## config.mk

```make
export PLATFORM = sky130hd
export DESIGN_NAME = sprite_draw
export DESIGN_NICKNAME = d
export VERILOG_FILES = /design/src/rtl/game_pkg.sv /design/src/rtl/sprite_scan.sv /design/src/rtl/sprite_draw.sv
export SDC_FILE = /design/constraint.sdc
export NUM_CORES = 1
export LEC_CHECK = 0
export BUFFER_PORTS_ARGS = -buffer_cell sky130_fd_sc_hd__buf_4
export CAP_MARGIN = 20
export CORE_ASPECT_RATIO = 0.8
export CORE_UTILIZATION = 52
export DETAILED_ROUTE_END_ITERATION = 8
export HOLD_SLACK_MARGIN = 0.03
export PLACE_DENSITY = 0.75
export RECOVER_POWER = 100
export SLEW_MARGIN = 25
export SYNTH_ARGS = -nofsm -noshare
export SYNTH_HDL_FRONTEND = slang
export SYNTH_SLANG_ARGS = --single-unit
```

## constraint.sdc

```tcl
create_clock -name clock -period 2.2 [get_ports clock]
set_input_delay 0.11 -clock clock [delete_from_list [all_inputs] [get_ports clock]]
set_output_delay 0.11 -clock clock [all_outputs]
set_load 0.005 [all_outputs]
```

## src/rtl/game_pkg.sv

```systemverilog
// Shared screen geometry, colour/coordinate widths and the sprite FSM state type.
package game_pkg;

    localparam int SCREEN_W = 320;
    localparam int SCREEN_H = 240;
    localparam int COLOUR_W = 3;
    localparam int X_W      = 9;
    localparam int Y_W      = 8;
    localparam int SUM_W    = 10;
    localparam int CNT_W    = 5;

    typedef enum logic [1:0] {
        IDLE,
        ERASE,
        DRAW,
        FINISH
    } state_t;

endpackage

```

## src/rtl/sprite_scan.sv

```systemverilog
// Row-major column/row scanner over an SPR_W x SPR_H sprite; last flags the final pixel.
module sprite_scan
    import game_pkg::*;
#(
    parameter int SPR_W = 10,
    parameter int SPR_H = 10
) (
    input  logic             clock,
    input  logic             reset,
    input  logic             clear,
    input  logic             enable,
    output logic [CNT_W-1:0] col,
    output logic [CNT_W-1:0] row,
    output logic             last
);

    logic col_end;
    logic row_end;

    assign col_end = (col == CNT_W'(SPR_W - 1));
    assign row_end = (row == CNT_W'(SPR_H - 1));
    assign last    = col_end && row_end;

    // Wrapping on the last pixel leaves the counters at zero for the next pass.
    always_ff @(posedge clock) begin
        if (reset || clear) begin
            col <= '0;
            row <= '0;
        end else if (enable) begin
            if (col_end) begin
                col <= '0;
                row <= row_end ? '0 : row + 1'b1;
            end else begin
                col <= col + 1'b1;
            end
        end
    end

endmodule

```

## src/rtl/sprite_draw.sv

```systemverilog
// Sprite redraw engine: optionally erases the previous position, then draws the new one.
// Define SPRITE_ERASE_EN to build the ERASE pass and old-position storage.
module sprite_draw
    import game_pkg::*;
#(
    parameter int                  SPR_W     = 10,
    parameter int                  SPR_H     = 10,
    parameter logic [COLOUR_W-1:0] BG_COLOUR = 3'b000
) (
    input  logic       clock,
    input  logic       reset,
    input  logic       moved,
    input  logic [8:0] x_in,
    input  logic [7:0] y_in,
    input  logic [2:0] colour_in,
    output logic       busy,
    output logic       done,
    output logic [8:0] vga_x,
    output logic [7:0] vga_y,
    output logic [2:0] vga_colour,
    output logic       plot
);

    state_t              state;
    state_t              state_next;
    logic [X_W-1:0]      base_x;
    logic [Y_W-1:0]      base_y;
    logic [COLOUR_W-1:0] colour_q;
    logic [CNT_W-1:0]    col;
    logic [CNT_W-1:0]    row;
    logic                last;
    logic                accept;
    logic                scan_clr;
    logic                scan_en;
    logic                scanning;
    logic                on_screen;
    logic [X_W-1:0]      pix_base_x;
    logic [Y_W-1:0]      pix_base_y;
    logic [COLOUR_W-1:0] pix_colour;
    logic [SUM_W-1:0]    sum_x;
    logic [SUM_W-1:0]    sum_y;

`ifdef SPRITE_ERASE_EN
    logic [X_W-1:0] old_x;
    logic [Y_W-1:0] old_y;
    logic           old_valid;
`endif

    sprite_scan #(.SPR_W(SPR_W), .SPR_H(SPR_H)) u_scan (
        .clock  (clock),
        .reset  (reset),
        .clear  (scan_clr),
        .enable (scan_en),
        .col    (col),
        .row    (row),
        .last   (last)
    );

    always_ff @(posedge clock) begin
        if (reset) state <= IDLE;
        else       state <= state_next;
    end

    // done is registered out of FINISH, so busy is extended over that pulse.
    always_comb begin
        state_next = state;
        accept     = 1'b0;
        scan_clr   = 1'b0;
        scan_en    = 1'b0;
        case (state)
            IDLE: begin
                if (moved && !done) begin
                    accept   = 1'b1;
                    scan_clr = 1'b1;
`ifdef SPRITE_ERASE_EN
                    state_next = old_valid ? ERASE : DRAW;
`else
                    state_next = DRAW;
`endif
                end
            end
`ifdef SPRITE_ERASE_EN
            ERASE: begin
                scan_en = 1'b1;
                if (last) state_next = DRAW;
            end
`endif
            DRAW: begin
                scan_en = 1'b1;
                if (last) state_next = FINISH;
            end
            FINISH:  state_next = IDLE;
            default: state_next = IDLE;
        endcase
    end

    assign busy = (state != IDLE) || done;

    always_ff @(posedge clock) begin
        if (reset) begin
            base_x   <= '0;
            base_y   <= '0;
            colour_q <= '0;
        end else if (accept) begin
            base_x   <= x_in;
            base_y   <= y_in;
            colour_q <= colour_in;
        end
    end

`ifdef SPRITE_ERASE_EN
    always_ff @(posedge clock) begin
        if (reset) begin
            old_x     <= '0;
            old_y     <= '0;
            old_valid <= 1'b0;
        end else if (state == FINISH) begin
            old_x     <= base_x;
            old_y     <= base_y;
            old_valid <= 1'b1;
        end
    end

    assign pix_base_x = (state == ERASE) ? old_x : base_x;
    assign pix_base_y = (state == ERASE) ? old_y : base_y;
`else
    assign pix_base_x = base_x;
    assign pix_base_y = base_y;
`endif

    assign scanning   = (state == ERASE) || (state == DRAW);
    assign pix_colour = (state == ERASE) ? BG_COLOUR : colour_q;
    assign sum_x      = {1'b0, pix_base_x} + {5'b0, col};
    assign sum_y      = {2'b0, pix_base_y} + {5'b0, row};
    assign on_screen  = (sum_x < SUM_W'(SCREEN_W)) && (sum_y < SUM_W'(SCREEN_H));

    always_ff @(posedge clock) begin
        if (reset) begin
            done       <= 1'b0;
            plot       <= 1'b0;
            vga_x      <= '0;
            vga_y      <= '0;
            vga_colour <= '0;
        end else begin
            done <= (state == FINISH);
            if (scanning) begin
                plot       <= on_screen;
                vga_x      <= sum_x[X_W-1:0];
                vga_y      <= sum_y[Y_W-1:0];
                vga_colour <= pix_colour;
            end else begin
                plot       <= 1'b0;
                vga_x      <= '0;
                vga_y      <= '0;
                vga_colour <= '0;
            end
        end
    end

endmodule

```

Yosys cells after proc, flatten, opt, wreduce, memory -nomap -nowiden --
Cells that the tools add are included.
Cells by class: $add $sub $neg 4, multipliers 0, div/mod/pow operators 0, $lt $le $gt $ge 2, equal/unequal tests 7, shifts and indexed selects 0, multiplexer cells 8, bitwise logic cells 1, reduce and logical (&&, ||, !) cells 13
Operators with widths (number):
- $add 5x1->5 const B | 2
- $add 9x5->10 | 1
- $eq 5x4->1 const B | 2
- $lt 10x9->1 const B | 1
- $mux 5 | 2
- $add 8x5->9 | 1
- $lt 9x8->1 const B | 1
- $eq 2x2->1 const B | 2
- $mux 2 | 2
- $ne 2x2->1 const B | 2
- $pmux 2 s2 | 1
- $reduce_and 2->1 | 2
- $logic_and 1x1->1 | 3
- $logic_or 1x1->1 | 3
- $mux 1 | 3
- $reduce_or 3->1 | 1
- $eq 2x1->1 const B | 1
- $logic_not 2->1 | 1
- $reduce_bool 2->1 | 1
- $reduce_or 2->1 | 1
- $logic_not 1->1 | 1
- $not 1->1 | 1
Word-level totals: register bits 54, bits in latches 0, memory bits (writable) 0, memory bits (read-only) 0, input port bits 23, memories kept 0

Depth between registers and ports, before layout --
Gate-level depths: netlist of run 1.
depth in word-level cells 5, mapped depth 7, depth with buffers taken out 7

Hierarchy --
From an unflattened synthesis of run 1, not the netlist that was laid out.
Second synthesis, totals: cells, all modules 295, area total of the unflattened synthesis 2547.4 um2
By module, submodules not included:
- sprite_draw | times used 1, cells each 235, area each 2013.2 um2
- sprite_scan | times used 1, cells each 60, area each 534.3 um2

Worst setup path before layout of run 1 --
No wires, ideal clock.
kind reg2reg, from reg u_scan.col[0], to reg plot, library setup time 0.122 ns, arrival time 1.874 ns, required time 2.078 ns, slack 0.204 ns, stages on the path, launching flop included 8, clock period less this slack 1.996 ns, cell sequence dfxtp_1 -> ha_1 -> fa_1 -> a211o_1 -> o211ai_1 -> a21oi_1 -> o21a_2 -> o311a_1
Between the ends: cells in the longest elaborated chain, start to end 3
Ends and longest elaborated chain:
- start: declaration | line sprite_scan.sv:12 | output logic [CNT_W-1:0] col,
- start signal: assignment | line sprite_scan.sv:34 | col <= col + 1'b1;
- $add 9x5->10 | line sprite_draw.sv:133 | assign sum_x = {1'b0, pix_base_x} + {5'b0, col};
- $lt 10x9->1 | line sprite_draw.sv:135 | assign on_screen = (sum_x < SUM_W'(SCREEN_W)) && (sum_y < SUM_W'(SCREEN_H));
- $logic_and 1x1->1 | line sprite_draw.sv:135
- end signal: assignment | line sprite_draw.sv:147 | plot <= on_screen;
- end: declaration | line sprite_draw.sv:21 | output logic plot
No other way between the ends. A chain may end at the register's enable or synchronous reset.

Final worst setup path of run 1 --
from reg u_scan.row[2], to reg plot
Between the ends: cells in the longest elaborated chain, start to end 3
Ends and longest elaborated chain:
- start: declaration | line sprite_scan.sv:13 | output logic [CNT_W-1:0] row,
- start signal: assignment | line sprite_scan.sv:32 | row <= row_end ? '0 : row + 1'b1;
- $add 8x5->9 | line sprite_draw.sv:134 | assign sum_y = {2'b0, pix_base_y} + {5'b0, row};
- $lt 9x8->1 | line sprite_draw.sv:135
- $logic_and 1x1->1 | line sprite_draw.sv:135
No other way between the ends.

==> results of run 1 <==
[power by group through the flow]
stage	Combinational [uW]	Clock [uW]	Sequential, uW
after floorplan	187	0	1080
after global placement	285	0	1090
after detailed placement	289	0	1090
after CTS	292	587	1070
after global routing	329	636	1080
final	289	581	1070
[cell usage in the layout (no fill, tap or decap), drive strengths merged, types with 3 or more instances in the layout]
| cell type | synthesis | routed |
|---|---|---|
| a211oi | 8 | 8 |
| ha | 18 | 18 |
| xnor2 | 7 | 7 |
| nor2 | 22 | 22 |
| a21oi | 29 | 29 |
| nand2 | 48 | 48 |
| xor2 | 9 | 9 |
| a21o | 4 | 4 |
| nor3b | 6 | 6 |
| clkbuf | 9 | 30 |
| and2 | 6 | 6 |
| or3 | 3 | 3 |
| nor3 | 3 | 3 |
| nand4 | 4 | 4 |
| inv | 10 | 10 |
| buf | 1 | 26 |
| dfxtp | 54 | 54 |
| o21ai | 12 | 12 |
[worst max-delay path, stage by stage (launching register included)]
cell	delay (ns)
dfxtp_1	0.37
ha_1	0.38
o21ai_2	0.11
or4b_1	0.47
o2111a_1	0.17
o311a_1	0.35
o311a_1	0.12
[per-stage QoR]
step,std cells,utilization
2_1_floorplan,280,-
3_3_place_gp,380,0.629
3_5_place_dp,380,0.629
4_1_cts,388,0.650
5_1_grt,388,0.650
6_report,388,0.650
[cell type report]
class	count	area, sq um
well taps	60	75.1
inverters	10	37.5
multi-input cells	206	1330
fillers	394	1610
clock inverters	2	12.5
repair buffers	50	368
flip-flops and latches	54	1080
clock buffers	6	82.6
[registers in the layout, indices dropped and copies added, names as in the netlist]
| register | cells |
|---|---|
| base_y | 8 |
| vga_x | 9 |
| vga_colour | 3 |
| colour_q | 3 |
| plot | 1 |
| u_scan.col | 5 |
| u_scan.row | 5 |
| done | 1 |
| base_x | 9 |
| vga_y | 8 |
| state | 2 |
[what timing repair did]
action                                  4_1_cts  5_1_grt
endpoints found under the setup margin        0        1
endpoints found under the hold margin         0        0
resized for setup                             0        4
[layer usage]
layer,global-route usage,routed length (um),up-vias
li1,-,-,1058
met1,0.324,2700,964
met2,0.365,2280,44
met3,0.0386,184,5
met4,0.0682,42,0
met5,0,0,-
[cell families (layout without fill, tap and decap cells)]
group                    count (synthesis)  after routing
AO/OA/AOI/OAI                           67             67
XOR/XNOR                                16             16
adder cells (fa/ha/maj)                 20             20
buffers and inverters                   20             68
flip-flops                              54             54
AND/OR/NAND/NOR                        103            103
[path summary, 6_finish.rpt]
kind	startpoint	endpoint	slack, ns	depth (start not counted)
worst max-delay path	u_scan.row[2]$_SDFFE_PP0P_	plot$_SDFF_PP0_	0.13	6
worst max register to register	u_scan.row[2]$_SDFFE_PP0P_	plot$_SDFF_PP0_	0.13	6
worst min-delay path	y_in[1]	base_y[1]$_SDFFE_PP0P_	0.04	3
worst min register to register	colour_q[2]$_SDFFE_PP0P_	colour_q[2]$_SDFFE_PP0P_	0.46	2
==> flow_summary.json, run 1 <==
{
  "first_iter_violations": 109,
  "synth.ff_latch_count": 54,
  "combinational_family_with_the_most_area_after_synthesis": "simple AND/OR/NAND/NOR gates",
  "timing.critical_path.fanout_max": 5,
  "worst_slew_margin_rel": 0.465,
  "fin_worst_hold_slack_ns": 0.0378,
  "power.net_switching_uw": 531,
  "cts-root-buf": "clkbuf_8",
  "post-layout-total-power_uw": 1940,
  "min-delay-path-class": "input pin to flip-flop",
  "yosysSeqAreaShare": 0.434,
  "flow.area_growth_from_synthesis_pct": 19.9,
  "track_usage": 0.231,
  "cap_violations": 0,
  "top_level_ports": 46,
  "share_of_the_synthesized_area_in_the_top_cell_type": 0.434,
  "fmaxAchievable_ghz": 0.482,
  "cts_tree": "done",
  "data_required_time_at_the_worst_endpoint_ns": 2.40,
  "total_wirelength_of_the_detailed_routed_design_mm": 5.21,
  "internal_power_uw": 1410,
  "pre_cts_ws_ns": 0.0764,
  "postCtsSetupRepairBufs": 0,
  "antenna_found_initial": 0,
  "globalRouteOverflowTotal": 0,
  "maxSlewViolCount": 0,
  "x_dimension_of_the_die_um": 79.4,
  "cts_buffers": 5,
  "clock_skew_ns": 0.00665,
  "cell_leakage_power_uw": 0.00124,
  "route.detailed.vias_per_inst": 5.34,
  "placement.cell_area_sq_um": 2890,
  "total_power_density_per_cell_area_nw_per_um2": 649,
  "number_of_global_route_vias_before_repair": 1942,
  "sinks_on_clock_net": 54,
  "syn_area_per_cell_sq_um": 8.90,
  "post_synth_main_area_contributors": "dfxtp_1 (43%), ha_1 (9.0%), nand2_1 (7.2%)",
  "total_inserted_antenna_cells": 0,
  "ys_warn_count": 0,
  "clock_latency_ns": 0.31,
  "die-height_um": 63.9,
  "synth_edf_count": 0,
  "pwr-share-clk": 0.300,
  "grt_max_degree": 29,
  "synth_async_sr_flop_share": 0,
  "max-clock-path-buffers": 2,
  "first_pass_grt_wire_length_mm": 9.02,
  "die_area_sq_um": 5070,
  "postSynthNetCount": 323,
  "port_buffers": 45,
  "postLayoutCellArea_sq_um": 2990,
  "remaining_routing_drc_violations": 0,
  "timing.final.crit_share": 0.943,
  "synth_largest_area_cell": "dfxtp_1",
  "sequentialPowerShare": 0.551,
  "synth.mux.area_fraction": 0,
  "cp-end-kind": "flip-flop",
  "routedWlPerCell_um": 13.4,
  "firstDrtPassIters": 4,
  "design.core.area_sq_um": 4600,
  "antenna_violating_nets_post_route": 0,
  "post_synth_xor_area_fraction": 0.0563,
  "mappedNetlistArea_sq_um": 2490,
  "synth_fa_ha_area_frac": 0.106,
  "worst_slack_ns": 0.126,
  "clk_pin_slew_ns": 0.10,
  "final_report_hold_violation_count": 0,
  "synth-simple-area-share": 0.195,
  "final_period_minus_worst_setup_slack_ns": 2.07,
  "rows": 22,
  "hpwlAfterDp_mm": 3.81,
  "ir_drop_v": 0.000464,
  "synth_top_flop_cell": "dfxtp_1",
  "netSwitchingFraction": 0.274,
  "ctsHoldBuffers": 0,
  "comb_power_share": 0.149,
  "synthesis.instances": 280,
  "worstSetupPathType": "flip-flop to flip-flop",
  "initial_core_util": 0.542,
  "yosys.cell_types.count": 43,
  "max_slew.worst_pin.slew_ns": 0.802,
  "design.final.nets": 370,
  "critical_path.startpoint_type": "flip-flop",
  "most_instantiated_library_cell_after_synthesis": "dfxtp_1",
  "drive_gt1_frac": 0.198,
  "htreeDepth": 2,
  "synth.cells.most_frequent": "dfxtp_1 (54), nand2_1 (48), a21oi_1 (28)",
  "worst-endpoint-arrival_ns": 2.28,
  "rsz0062_at_grt": "no",
  "status": "finished, final reports clean",
  "setup_total_negative_slack_ns": 0,
  "via_count": 2071,
  "routabilityCongestion": 0.858,
  "synth_compound_gate_area_share": 0.174,
  "report.final.setup_viol": 0
}
Power figures use the tool's default switching activity.
==> run 2, diff against run 1 <==
--- a/constraint.sdc
+++ b/constraint.sdc
@@ -3,2 +3,2 @@
 set_output_delay 0.11 -clock clock [all_outputs]
-set_load 0.005 [all_outputs]
+set_load 0.05 [all_outputs]
==> flow_summary.json, run 2 (synthesis gave the netlist of run 1 again) <==
{
  "status": "finished, final reports clean",
  "design.core.area_sq_um": 4600,
  "power.net_switching_uw": 583,
  "globalRouteOverflowTotal": 0,
  "total_inserted_antenna_cells": 0,
  "initial_core_util": 0.542,
  "maxSlewViolCount": 0,
  "sequentialPowerShare": 0.540,
  "hpwlAfterDp_mm": 3.81,
  "routedWlPerCell_um": 13.6,
  "cp-end-kind": "flip-flop",
  "number_of_global_route_vias_before_repair": 1942,
  "firstDrtPassIters": 4,
  "drive_gt1_frac": 0.131,
  "worst_slew_margin_rel": 0.480,
  "min-delay-path-class": "input pin to flip-flop",
  "grtUsageMet1": 0.324,
  "cts-root-buf": "clkbuf_8",
  "first_iter_violations": 109,
  "total_power_density_per_cell_area_nw_per_um2": 682,
  "final_cell_mix": "dfxtp_1 (53), nand2_1 (48), a21oi_1 (29), buf_4 (26), clkbuf_1 (24)",
  "route.detailed.vias_per_inst": 5.33,
  "clock_latency_ns": 0.31,
  "ir_drop_v": 0.000467,
  "rsz0062_at_grt": "no",
  "x_dimension_of_the_die_um": 79.4,
  "timing.final.crit_share": 0.945,
  "reg2reg_to": "plot$_SDFF_PP0_",
  "layout.cells.most_common": "dfxtp_1",
  "global_route.peak_usage_layer": "met2",
  "worst-endpoint-arrival_ns": 2.28,
  "flow.area_growth_from_synthesis_pct": 16.6,
  "worstHoldStart": "y_in[1]",
  "track_usage": 0.231,
  "hold_end": "base_y[1]$_SDFFE_PP0P_",
  "netSwitchingFraction": 0.294,
  "clk_pin_slew_ns": 0.10,
  "report.final.setup_viol": 0,
  "port_buffers": 45,
  "grt_use_met2": 0.365,
  "via_count": 2067,
  "die-height_um": 63.9,
  "antenna_violating_nets_post_route": 0,
  "critical_path.startpoint_type": "flip-flop",
  "grt_max_degree": 29,
  "max-clock-path-buffers": 2,
  "top_level_ports": 46,
  "design.final.nets": 370,
  "rows": 22,
  "clock_skew_ns": 0.00617,
  "cell_leakage_power_uw": 0.00116,
  "cts_tree": "done",
  "postCtsSetupRepairBufs": 0,
  "cts_buffers": 5,
  "first_pass_grt_wire_length_mm": 9.02,
  "remaining_routing_drc_violations": 0,
  "sinks_on_clock_net": 54,
  "htreeDepth": 2,
  "met3_grt_util": 0.0386,
  "antenna_found_initial": 0,
  "r2r_cells": 6,
  "comb_power_share": 0.167,
  "pwr-share-clk": 0.293,
  "reg.largest.list": "base_x (9), vga_x (9)",
  "fin_worst_hold_slack_ns": 0.0378,
  "total_wirelength_of_the_detailed_routed_design_mm": 5.26,
  "worst_hold_path.num_cells": 3,
  "routabilityCongestion": 0.858,
  "flop2flop_setup_slack_ns": 0.12,
  "post-layout-total-power_uw": 1980,
  "setup_total_negative_slack_ns": 0,
  "worstSetupPathType": "flip-flop to flip-flop",
  "max_slew.worst_pin.slew_ns": 0.780,
  "cap_violations": 0,
  "final_period_minus_worst_setup_slack_ns": 2.08,
  "fmaxAchievable_ghz": 0.481,
  "rr_startpoint": "u_scan.row[2]$_SDFFE_PP0P_",
  "internal_power_uw": 1400,
  "timing.critical_path.fanout_max": 5,
  "die_area_sq_um": 5070,
  "final_report_hold_violation_count": 0,
  "cts_repair_resize_count": 0,
  "data_required_time_at_the_worst_endpoint_ns": 2.40,
  "ctsHoldBuffers": 0
}
==> run 2: layout make-up <==
| type | instances | area, sq um |
|---|---|---|
| Sequential cell | 54 | 1080 |
| Multi-Input combinational cell | 206 | 1330 |
| Clock inverter | 2 | 12.5 |
| Inverter | 10 | 37.5 |
| Tap cell | 60 | 75.1 |
| Timing Repair Buffer | 50 | 285 |
| Fill cell | 413 | 1690 |
| Clock buffer | 6 | 82.6 |
==> run 2: per-layer routing <==
metal	vias to the layer above	wire [um]
li1	1055	-
met1	959	2660
met2	48	2330
met3	5	219
met4	0	49
met5	-	0
==> run 2: through the flow <==
stage	utilization	std cells	instance area (sq um)	setup slack, ns
global placement	0.629	380	2890	0.124
global route	0.632	388	2900	0.0328
finish	0.632	388	2900	0.121
detailed placement	0.629	380	2890	0.0764
floorplan	-	280	2490	0.188
CTS	0.650	388	2990	0.0316
==> run 2: how the worst max path moves through the flow <==
| stage | from | depth (start not counted) | end |
|---|---|---|---|
| floorplan | done$_SDFF_PP0_ | 4 | u_scan.col[1]$_SDFFE_PP0P_ |
| global placement | u_scan.col[0]$_SDFFE_PP0P_ | 7 | plot$_SDFF_PP0_ |
| detailed placement | u_scan.col[0]$_SDFFE_PP0P_ | 7 | plot$_SDFF_PP0_ |
| CTS | u_scan.col[0]$_SDFFE_PP0P_ | 7 | plot$_SDFF_PP0_ |
| global route | u_scan.row[2]$_SDFFE_PP0P_ | 6 | plot$_SDFF_PP0_ |
| finish | u_scan.row[2]$_SDFFE_PP0P_ | 6 | plot$_SDFF_PP0_ |
==> run 2: power groups by stage <==
stage / Clock [uW] / Sequential (uW) / Combinational (uW)
floorplan: 0 / 1120 / 198
global placement: 0 / 1090 / 338
detailed placement: 0 / 1090 / 342
CTS: 587 / 1070 / 345
global route: 636 / 1080 / 371
finish: 581 / 1070 / 330
==> run 2: worst max-delay path, stage by stage (launching register included) <==
cell      delay [ns]
dfxtp_1         0.37
ha_1            0.39
o21ai_2         0.11
or4b_1          0.47
o2111a_1        0.17
o311a_1         0.35
o311a_1         0.12
